### config.mk
export PLATFORM = sky130hd
export DESIGN_NAME = fb_addr_gen_flat
export DESIGN_NICKNAME = d
export VERILOG_FILES = /design/src/rtl/fb_addr_gen_if.sv /design/src/rtl/fb_addr_gen.sv /design/src/flat_wrapper.sv
export SDC_FILE = /design/constraint.sdc
export NUM_CORES = 1
export LEC_CHECK = 0
export ABC_AREA = 0
export CORE_MARGIN = 10
export CORE_UTILIZATION = 57
export DETAILED_ROUTE_END_ITERATION = 6
export PLACE_DENSITY = 0.89
export SLEW_MARGIN = 5
export SYNTH_ARGS = -nofsm -noshare
export SYNTH_HDL_FRONTEND = slang
export SYNTH_SLANG_ARGS = --single-unit
### constraint.sdc
create_clock -name CLK -period 3.2 [get_ports CLK]
set_input_delay 0.48 -clock CLK [delete_from_list [all_inputs] [get_ports CLK]]
set_output_delay 0.48 -clock CLK [all_outputs]
set_load 0.01 [all_outputs]
### src/rtl/fb_addr_gen_if.sv
// Sync-strobe inputs and BRAM read-port outputs of the framebuffer address generator.
interface fb_addr_gen_if #(
    parameter int XW     = 10,
    parameter int YW     = 9,
    parameter int ADDR_W = 19
);
    logic              Hsync;
    logic              Vsync;
    logic              Hflip;
    logic              Vflip;
    logic [ADDR_W-1:0] addr;
    logic              de;
    logic [XW-1:0]     x;
    logic [YW-1:0]     y;
    logic              frame_start;
    logic              short_line;

    modport slave (
        input  Hsync, Vsync, Hflip, Vflip,
        output addr, de, x, y, frame_start, short_line
    );
    modport master (
        output Hsync, Vsync, Hflip, Vflip,
        input  addr, de, x, y, frame_start, short_line
    );
endinterface

### src/rtl/fb_addr_gen.sv
// Framebuffer read-address generator recovering pixel position from Hsync/Vsync edges.
// Define FBADDR_HFLIP_EN to build the per-frame horizontal mirror.
module fb_addr_gen #(
    parameter int HSIZE  = 640,
    parameter int VSIZE  = 480,
    parameter int HBP    = 16,
    parameter int VBP    = 10,
    parameter int XW     = 10,
    parameter int YW     = 9,
    parameter int ADDR_W = 19
) (
    input  logic         CLK,
    input  logic         RESET,
    fb_addr_gen_if.slave bus
);
    typedef enum logic [2:0] {V_IDLE, V_SYNC, V_PORCH, V_ACTIVE, V_DONE} v_state_t;
    typedef enum logic [1:0] {H_SYNC, H_PORCH, H_ACTIVE, H_DONE} h_state_t;

    localparam logic [ADDR_W-1:0] BASE_LAST = ADDR_W'((VSIZE - 1) * HSIZE);
    localparam logic [ADDR_W-1:0] HSTEP     = ADDR_W'(HSIZE);
    localparam logic [ADDR_W-1:0] XOFF_LAST = ADDR_W'(HSIZE - 1);
    localparam logic [XW-1:0]     XLAST     = XW'(HSIZE - 1);
    localparam logic [YW-1:0]     YLAST     = YW'(VSIZE - 1);
    localparam logic [7:0]        HBP_C     = 8'(HBP);
    localparam logic [7:0]        VBP_LAST  = 8'(VBP - 1);

    v_state_t          v_st, v_nxt;
    h_state_t          h_st, h_nxt;
    logic              hs_d, vs_d;
    logic [7:0]        hcnt, vcnt;
    logic [XW-1:0]     x_q;
    logic [YW-1:0]     y_q;
    logic [ADDR_W-1:0] base_q, addr_q;
    logic              vf_q, fs_q, short_q, short_nxt;
    logic              hf;

    wire hs      = bus.Hsync;
    wire vs      = bus.Vsync;
    wire hs_fall = hs_d & ~hs;
    wire vs_fall = vs_d & ~vs;

`ifdef FBADDR_HFLIP_EN
    logic hf_q;
    always_ff @(posedge CLK) begin
        if (!RESET)       hf_q <= 1'b0;
        else if (vs_fall) hf_q <= bus.Hflip;
    end
    assign hf = hf_q;
`else
    logic unused_hflip;
    assign unused_hflip = bus.Hflip;
    assign hf = 1'b0;
`endif

    // Vsync low overrides everything, including a coincident Hsync edge.
    always_comb begin
        v_nxt = v_st;
        if (!vs) v_nxt = V_SYNC;
        else begin
            case (v_st)
                V_SYNC:   v_nxt = V_PORCH;
                V_PORCH:  if (hs_fall && vcnt == VBP_LAST) v_nxt = V_ACTIVE;
                V_ACTIVE: if (hs_fall && y_q == YLAST) v_nxt = V_DONE;
                default:  v_nxt = v_st;
            endcase
        end
    end

    always_comb begin
        h_nxt     = h_st;
        short_nxt = 1'b0;
        if (!hs) begin
            h_nxt     = H_SYNC;
            short_nxt = (h_st == H_ACTIVE) && vs;
        end else begin
            case (h_st)
                H_SYNC:   h_nxt = H_PORCH;
                H_PORCH:  if (hcnt == HBP_C)
                              h_nxt = (v_st == V_ACTIVE && vs) ? H_ACTIVE : H_DONE;
                H_ACTIVE: if (!vs || x_q == XLAST) h_nxt = H_DONE;
                default:  h_nxt = h_st;
            endcase
        end
    end

    always_ff @(posedge CLK) begin
        if (!RESET) begin
            v_st    <= V_IDLE;
            h_st    <= H_SYNC;
            hs_d    <= 1'b1;
            vs_d    <= 1'b1;
            hcnt    <= '0;
            vcnt    <= '0;
            x_q     <= '0;
            y_q     <= '0;
            base_q  <= '0;
            addr_q  <= '0;
            vf_q    <= 1'b0;
            fs_q    <= 1'b0;
            short_q <= 1'b0;
        end else begin
            hs_d    <= hs;
            vs_d    <= vs;
            v_st    <= v_nxt;
            h_st    <= h_nxt;
            fs_q    <= vs_fall;
            short_q <= short_nxt;
            if (vs_fall) vf_q <= bus.Vflip;

            if (!vs) begin
                y_q  <= '0;
                vcnt <= '0;
            end else if (v_st == V_SYNC) begin
                vcnt <= '0;
            end else if (v_st == V_PORCH && hs_fall) begin
                vcnt <= vcnt + 8'd1;
                if (v_nxt == V_ACTIVE) begin
                    y_q    <= '0;
                    base_q <= vf_q ? BASE_LAST : '0;
                end
            end else if (v_st == V_ACTIVE && hs_fall && y_q != YLAST) begin
                y_q    <= y_q + YW'(1);
                base_q <= vf_q ? base_q - HSTEP : base_q + HSTEP;
            end

            // Address walks by +/-1 from the line start instead of recomputing base + x.
            case (h_nxt)
                H_SYNC: begin
                    x_q  <= '0;
                    hcnt <= '0;
                end
                H_PORCH: if (h_st == H_PORCH) hcnt <= hcnt + 8'd1;
                H_ACTIVE: begin
                    if (h_st != H_ACTIVE) begin
                        x_q    <= '0;
                        addr_q <= base_q + (hf ? XOFF_LAST : '0);
                    end else begin
                        x_q    <= x_q + XW'(1);
                        addr_q <= hf ? addr_q - ADDR_W'(1) : addr_q + ADDR_W'(1);
                    end
                end
                default: ;
            endcase
        end
    end

    assign bus.addr        = addr_q;
    assign bus.de          = (h_st == H_ACTIVE);
    assign bus.x           = x_q;
    assign bus.y           = y_q;
    assign bus.frame_start = fs_q;
    assign bus.short_line  = short_q;
endmodule

### src/flat_wrapper.sv
// flat-port wrapper written by rule: the top's interface ports become plain ports
module fb_addr_gen_flat 
#(
    parameter int HSIZE  = 640,
    parameter int VSIZE  = 480,
    parameter int HBP    = 16,
    parameter int VBP    = 10,
    parameter int XW     = 10,
    parameter int YW     = 9,
    parameter int ADDR_W = 19
)
  (CLK, RESET, bus_Hsync, bus_Vsync, bus_Hflip, bus_Vflip, bus_addr, bus_de, bus_x, bus_y, bus_frame_start, bus_short_line);
  fb_addr_gen_if #(.XW(XW), .YW(YW), .ADDR_W(ADDR_W)) bus_i ();
  input  logic CLK;
  input  logic RESET;
  input wire logic [$bits(bus_i.Hsync)-1:0] bus_Hsync;
  input wire logic [$bits(bus_i.Vsync)-1:0] bus_Vsync;
  input wire logic [$bits(bus_i.Hflip)-1:0] bus_Hflip;
  input wire logic [$bits(bus_i.Vflip)-1:0] bus_Vflip;
  output wire logic [$bits(bus_i.addr)-1:0] bus_addr;
  output wire logic [$bits(bus_i.de)-1:0] bus_de;
  output wire logic [$bits(bus_i.x)-1:0] bus_x;
  output wire logic [$bits(bus_i.y)-1:0] bus_y;
  output wire logic [$bits(bus_i.frame_start)-1:0] bus_frame_start;
  output wire logic [$bits(bus_i.short_line)-1:0] bus_short_line;
  assign bus_i.Hsync = bus_Hsync;
  assign bus_i.Vsync = bus_Vsync;
  assign bus_i.Hflip = bus_Hflip;
  assign bus_i.Vflip = bus_Vflip;
  assign bus_addr = bus_i.addr;
  assign bus_de = bus_i.de;
  assign bus_x = bus_i.x;
  assign bus_y = bus_i.y;
  assign bus_frame_start = bus_i.frame_start;
  assign bus_short_line = bus_i.short_line;
  fb_addr_gen #(.HSIZE(HSIZE), .VSIZE(VSIZE), .HBP(HBP), .VBP(VBP), .XW(XW), .YW(YW), .ADDR_W(ADDR_W)) u_core (.CLK(CLK), .RESET(RESET), .bus(bus_i));
endmodule
==> results of run 1 <==
==> per-layer routing <==
| layer | part of all wire [%] | up-vias |
|---|---|---|
| li1 | - | 2023 |
| met4 | 2.3 | 0 |
| met5 | 0 | - |
| met1 | 44 | 1975 |
| met3 | 7.4 | 29 |
| met2 | 47 | 161 |
==> report_power, final <==
part           internal (mW)  switching [mW]
clock network          0.285           0.386
registers              0.951         0.00655
logic                 0.0339          0.0553
total                   1.27           0.448
==> worst paths after layout <==
check | cells after the start | end | start
max | 7 | u_core.bus.y[3] | u_core.vcnt[0]
min | 2 | u_core.base_q[15] | u_core.base_q[15]
max reg2reg | 7 | u_core.bus.y[3] | u_core.vcnt[0]
min reg2reg | 2 | u_core.base_q[15] | u_core.base_q[15]
==> placed cells by master, fill, tap and decap left out, drive strengths merged, types with 13 or more instances in the layout <==
cell,count
dfxtp,76
nand2,62
nor2,55
o21ai,48
clkdlybuf4s50,45
a21oi,44
nand3,25
ha,17
inv,17
nand4,13
==> critical path, cell delays in order (launching register included) <==
cell	delay, ps
dfxtp_1	440
ha_1	170
nor4b_1	320
nand4_1	240
a211oi_4	460
a21oi_2	210
or4_1	490
a21oi_1	160
==> final cells by class <==
cell class / count / area, sq um
Clock buffer: 11 / 131.4
Tap cell: 99 / 123.9
Inverter: 17 / 63.81
Fill cell: 598 / 2275
Multi-Input combinational cell: 414 / 2536
Timing Repair Buffer: 55 / 525.5
Clock inverter: 5 / 37.54
Sequential cell: 76 / 1521
==> sequential cells by signal (all words and copies together), names as in the netlist <==
signal and count:
u_core.bus.addr 19, u_core.hs_d 1, u_core.hcnt 8, u_core.h_st 2, u_core.bus.y 9, u_core.vcnt 8, u_core.bus.frame_start 1, u_core.bus.short_line 1
u_core.vf_q 1, u_core.vs_d 1, u_core.bus.x 10, u_core.v_st 3, u_core.base_q 12
==> cells by family (layout without fill, tap and decap cells) <==
group                      after synthesis  after routing  share of synthesized area, %
and+or+nand+nor                        227            227                         27.65
AOI/OAI and AO/OA                      146            146                         22.01
DFF                                     76             76                         36.07
buffers and inverters                   33             88                         3.797
adders and majority gates               18             18                         5.518
xor gates and xnor gates                18             18                         3.738
muxes                                    5              5                         1.216
==> metrics by stage <==
stage	power, mW	util [%]	std cells	setup WS [ps]
global route	1.760	68.47	677	407.0
finish	1.718	68.47	677	644.8
CTS	1.716	68.47	677	641.1
floorplan	1.037	-	523	764.0
global placement	1.063	66.13	661	431.9
detailed placement	1.067	66.13	661	355.6
==> flow_summary.json, run 1 <==
{
  "outcome": "finished clean",
  "yosys_warnings": 0,
  "grt_max_degree": 24,
  "dpl.hpwl_mm": 7.848,
  "p_leak_nw": 1.677,
  "vias": 4188,
  "ioPinCount": 47,
  "start_kind": "register",
  "wl_per_cell_um": 16.30,
  "required_ps": 3500,
  "cts_tree": "yes",
  "synth.distinct_cells": 70,
  "critical_path_class": "register to register",
  "synth_seq_cells": 76,
  "met3_usage_pct": 4.589,
  "drt-total-wl_mm": 11.03,
  "hold_viol_final": 0,
  "synthTopCellsByCount": "dfxtp_1, nand2_1, nor2_1",
  "antenna_cells": 0,
  "antenna_found_initial": 0,
  "met2_usage_pct": 32.02,
  "rsz0062_at_grt": "false",
  "drt_first_pass_iters": 7,
  "synth.most_common_cell": "dfxtp_1",
  "viasPerCell": 6.186,
  "cap_violations": 0,
  "synthTopCellsByArea": "dfxtp_1, nand2_1, o21ai_0",
  "start_util_pct": 58.46,
  "top_usage_layer": "met2",
  "setup_violations": 0,
  "drc": 0,
  "end_kind": "register",
  "worst_pin_slew_ps": 784.6,
  "syn_area_per_cell_sq_um": 8.065,
  "grt_use_met1_pct": 24.26,
  "finalSetupTns_ps": 0,
  "place_congestion": 0.8793,
  "ant_nets": 0,
  "max_clock_freq_mhz": 391.4,
  "skew_ps": 8.974,
  "cts_resized": 0,
  "port_buffers": 45,
  "final_area_sq_um": 4940,
  "netlist.area_leader.share_pct": 36.07,
  "syn_inst": 523,
  "synth.largest_area_cell": "dfxtp_1",
  "grt-ovfl-total": 0,
  "hp-class": "register to register",
  "clockRootBuffer": "clkbuf_8",
  "grt_use_total_pct": 19.62,
  "path_max_fanout": 12,
  "grt_pass1_vias": 4001,
  "drv_slew": 0,
  "cts_buffer_depth": 2,
  "fin_crit_ps": 2555,
  "reg2reg_setup_slack_ps": 640,
  "whs_ps": 492.7,
  "synth_edf_count": 0,
  "maxSlewHeadroom_pct": 47.29,
  "grt_pass1_wl_mm": 18.70,
  "fp.dieH_um": 106.0,
  "synthToLayoutAreaGrowth_pct": 17.12,
  "row_count": 31,
  "arrival_ps": 2850,
  "path_clk_slew_ps": 90,
  "period_share_pct": 79.85,
  "drive_above_1_share_pct": 6.747,
  "drt_iter0_drc": 369,
  "ys.flop_type": "dfxtp_1",
  "ys_seq_area_share_pct": 36.07,
  "synthArstFlopShare_pct": 0,
  "ir_worst_vdd_uv": 219.5,
  "post_cts_buffers": 0,
  "powerDensity_nw_per_um2": 347.8,
  "core-area_sq_um": 7214,
  "die_w_um": 106.0,
  "clock_sinks": 76,
  "syn_nets": 547,
  "htreeDepth": 3,
  "nets": 597,
  "syn_area_sq_um": 4218,
  "dpl_cell_area_sq_um": 4771,
  "ctsHoldBuffers": 0,
  "numCtsBuffers": 9,
  "dieArea_sq_um": 11240,
  "clk_latency_ps": 360
}
No activity file was read; power rests on OpenSTA's default activity.
==> inputs of run 2 (changes only) <==
==> constraint.sdc (replaced) <==
create_clock -name CLK -period 2.42 [get_ports CLK]
set_input_delay 0.363 -clock CLK [delete_from_list [all_inputs] [get_ports CLK]]
set_output_delay 0.363 -clock CLK [all_outputs]
set_load 0.01 [all_outputs]
==> run 2 against run 1 <==
Critical endpoint is now u_core.base_q[18]; count of clock-buffer cells in the layout is 1 higher; core utilization is 4.7 points higher; sequential cell count stayed put.
==> flow_summary.json, run 2 (synthesis gave the netlist of run 1 again) <==
{
  "met3_usage_pct": 6.763,
  "final_common_cell": "dfxtp_1",
  "clock_sinks": 76,
  "grt_use_total_pct": 19.87,
  "start_kind": "register",
  "period_share_pct": 95.95,
  "grt_pass1_wl_mm": 19.00,
  "wl_per_cell_um": 16.17,
  "reg2reg_setup_slack_ps": 100,
  "critical_path_class": "register to register",
  "antenna_cells": 0,
  "top_usage_layer": "met2",
  "end_kind": "register",
  "cap_violations": 0,
  "viasPerCell": 6.094,
  "start_util_pct": 58.46,
  "arrival_ps": 2560,
  "dieArea_sq_um": 11240,
  "required_ps": 2660,
  "clk_latency_ps": 350,
  "path_max_fanout": 10,
  "hp-class": "register to register",
  "largest_reg_flops": 19,
  "row_count": 31,
  "r2r_cells": 7,
  "core-area_sq_um": 7214,
  "path_clk_slew_ps": 80,
  "reg2reg_to": "u_core.base_q[18]",
  "grt_pass1_vias": 4043,
  "ir_worst_vdd_uv": 420.0,
  "hold_viol_final": 0,
  "fin_crit_ps": 2322,
  "cts_buffer_depth": 2,
  "fp.dieH_um": 106.0,
  "met2_usage_pct": 33.66,
  "crit_end": "u_core.base_q[18]",
  "drive_above_1_share_pct": 13.50,
  "grt_use_met1_pct": 23.67,
  "nets": 634,
  "synthToLayoutAreaGrowth_pct": 25.19,
  "max_clock_freq_mhz": 430.6,
  "grt-ovfl-total": 0,
  "clockRootBuffer": "clkbuf_8",
  "rsz0062_at_grt": "true",
  "ant_nets": 0,
  "setup_violations": 0,
  "drt-total-wl_mm": 11.54,
  "antenna_found_initial": 0,
  "fin_util_pct": 73.19,
  "finalSetupTns_ps": 0,
  "post-place-ws_ps": -242.3,
  "vias": 4351,
  "ioPinCount": 47,
  "p_leak_nw": 1.903,
  "drv_slew": 0,
  "dpl.hpwl_mm": 8.513,
  "powerDensity_nw_per_um2": 435.2,
  "htreeDepth": 3,
  "most-common-layout-cells": "dfxtp_1, nand2_1, nor2_1",
  "die_w_um": 106.0,
  "place_congestion": 0.8894,
  "drt_first_pass_iters": 5,
  "instances_no_fill": 714,
  "setup_slack_ps": 97.91,
  "maxSlewHeadroom_pct": 68.03,
  "ctsHoldBuffers": 0,
  "outcome": "finished clean",
  "port_buffers": 45,
  "dpl.cell_count": 696,
  "drt_iter0_drc": 284,
  "r2r_start": "u_core.vf_q",
  "numCtsBuffers": 9,
  "grt_max_degree": 24,
  "worst_pin_slew_ps": 479.5,
  "drc": 0,
  "skew_ps": 10.70,
  "cts_tree": "yes",
  "setup.worst_path.start": "u_core.vf_q"
}
run 2: how the worst min path moves through the flow:
stage,from,to,slack (ps),depth (start not counted)
5_1_grt,u_core.base_q[8],u_core.base_q[8],510,2
3_5_place_dp,u_core.base_q[8],u_core.base_q[8],490,2
3_3_place_gp,u_core.base_q[8],u_core.base_q[8],470,2
2_1_floorplan,u_core.base_q[8],u_core.base_q[8],450,2
6_report,u_core.base_q[8],u_core.base_q[8],490,2
4_1_cts,u_core.base_q[8],u_core.base_q[8],500,2
run 2: report_power, final:
part	internal (mW)	switching, mW	total [mW]	leakage, nW
registers	1.26	0.00924	1.27	0.614
clock network	0.426	0.464	0.890	0.0961
logic	0.0634	0.0787	0.142	1.19
total	1.75	0.552	2.30	1.90
run 2: metrics by stage:
step	hold WS [ps]	instance area (sq um)	total power, mW
CTS	499.4	5214	2.304
detailed placement	487.7	5035	1.433
floorplan	445.9	4219	1.372
global placement	465.8	5035	1.427
finish	493.2	5280	2.298
global route	512.4	5280	2.379
run 2: repair_timing:
| item | CTS | global route |
|---|---|---|
| setup buffers | 0 | 2 |
| gates resized for setup | 0 | 10 |
| endpoints found under the setup margin | 0 | 11 |
run 2: layout make-up:
type | count | area, sq um
Clock inverter | 4 | 23.77
Multi-Input combinational cell | 414 | 2582
Sequential cell | 76 | 1525
Clock buffer | 12 | 155.1
Timing Repair Buffer | 92 | 805.8
Inverter | 17 | 63.81
Tap cell | 99 | 123.9
Fill cell | 543 | 1934
run 2: worst max-delay path, stage by stage, from the launching register on:
cell and delay (ps):
dfxtp_4 400, ha_1 320, a21o_1 180, a21oi_1 210, a21oi_1 140, o41a_1 400, mux2i_1 150, o41a_1 410
run 2: routing by layer:
layer | wire length (um) | up-vias
li1 | - | 2088
met1 | 4771 | 2092
met2 | 5739 | 156
met3 | 905 | 15
met4 | 127 | 0
met5 | 0 | -
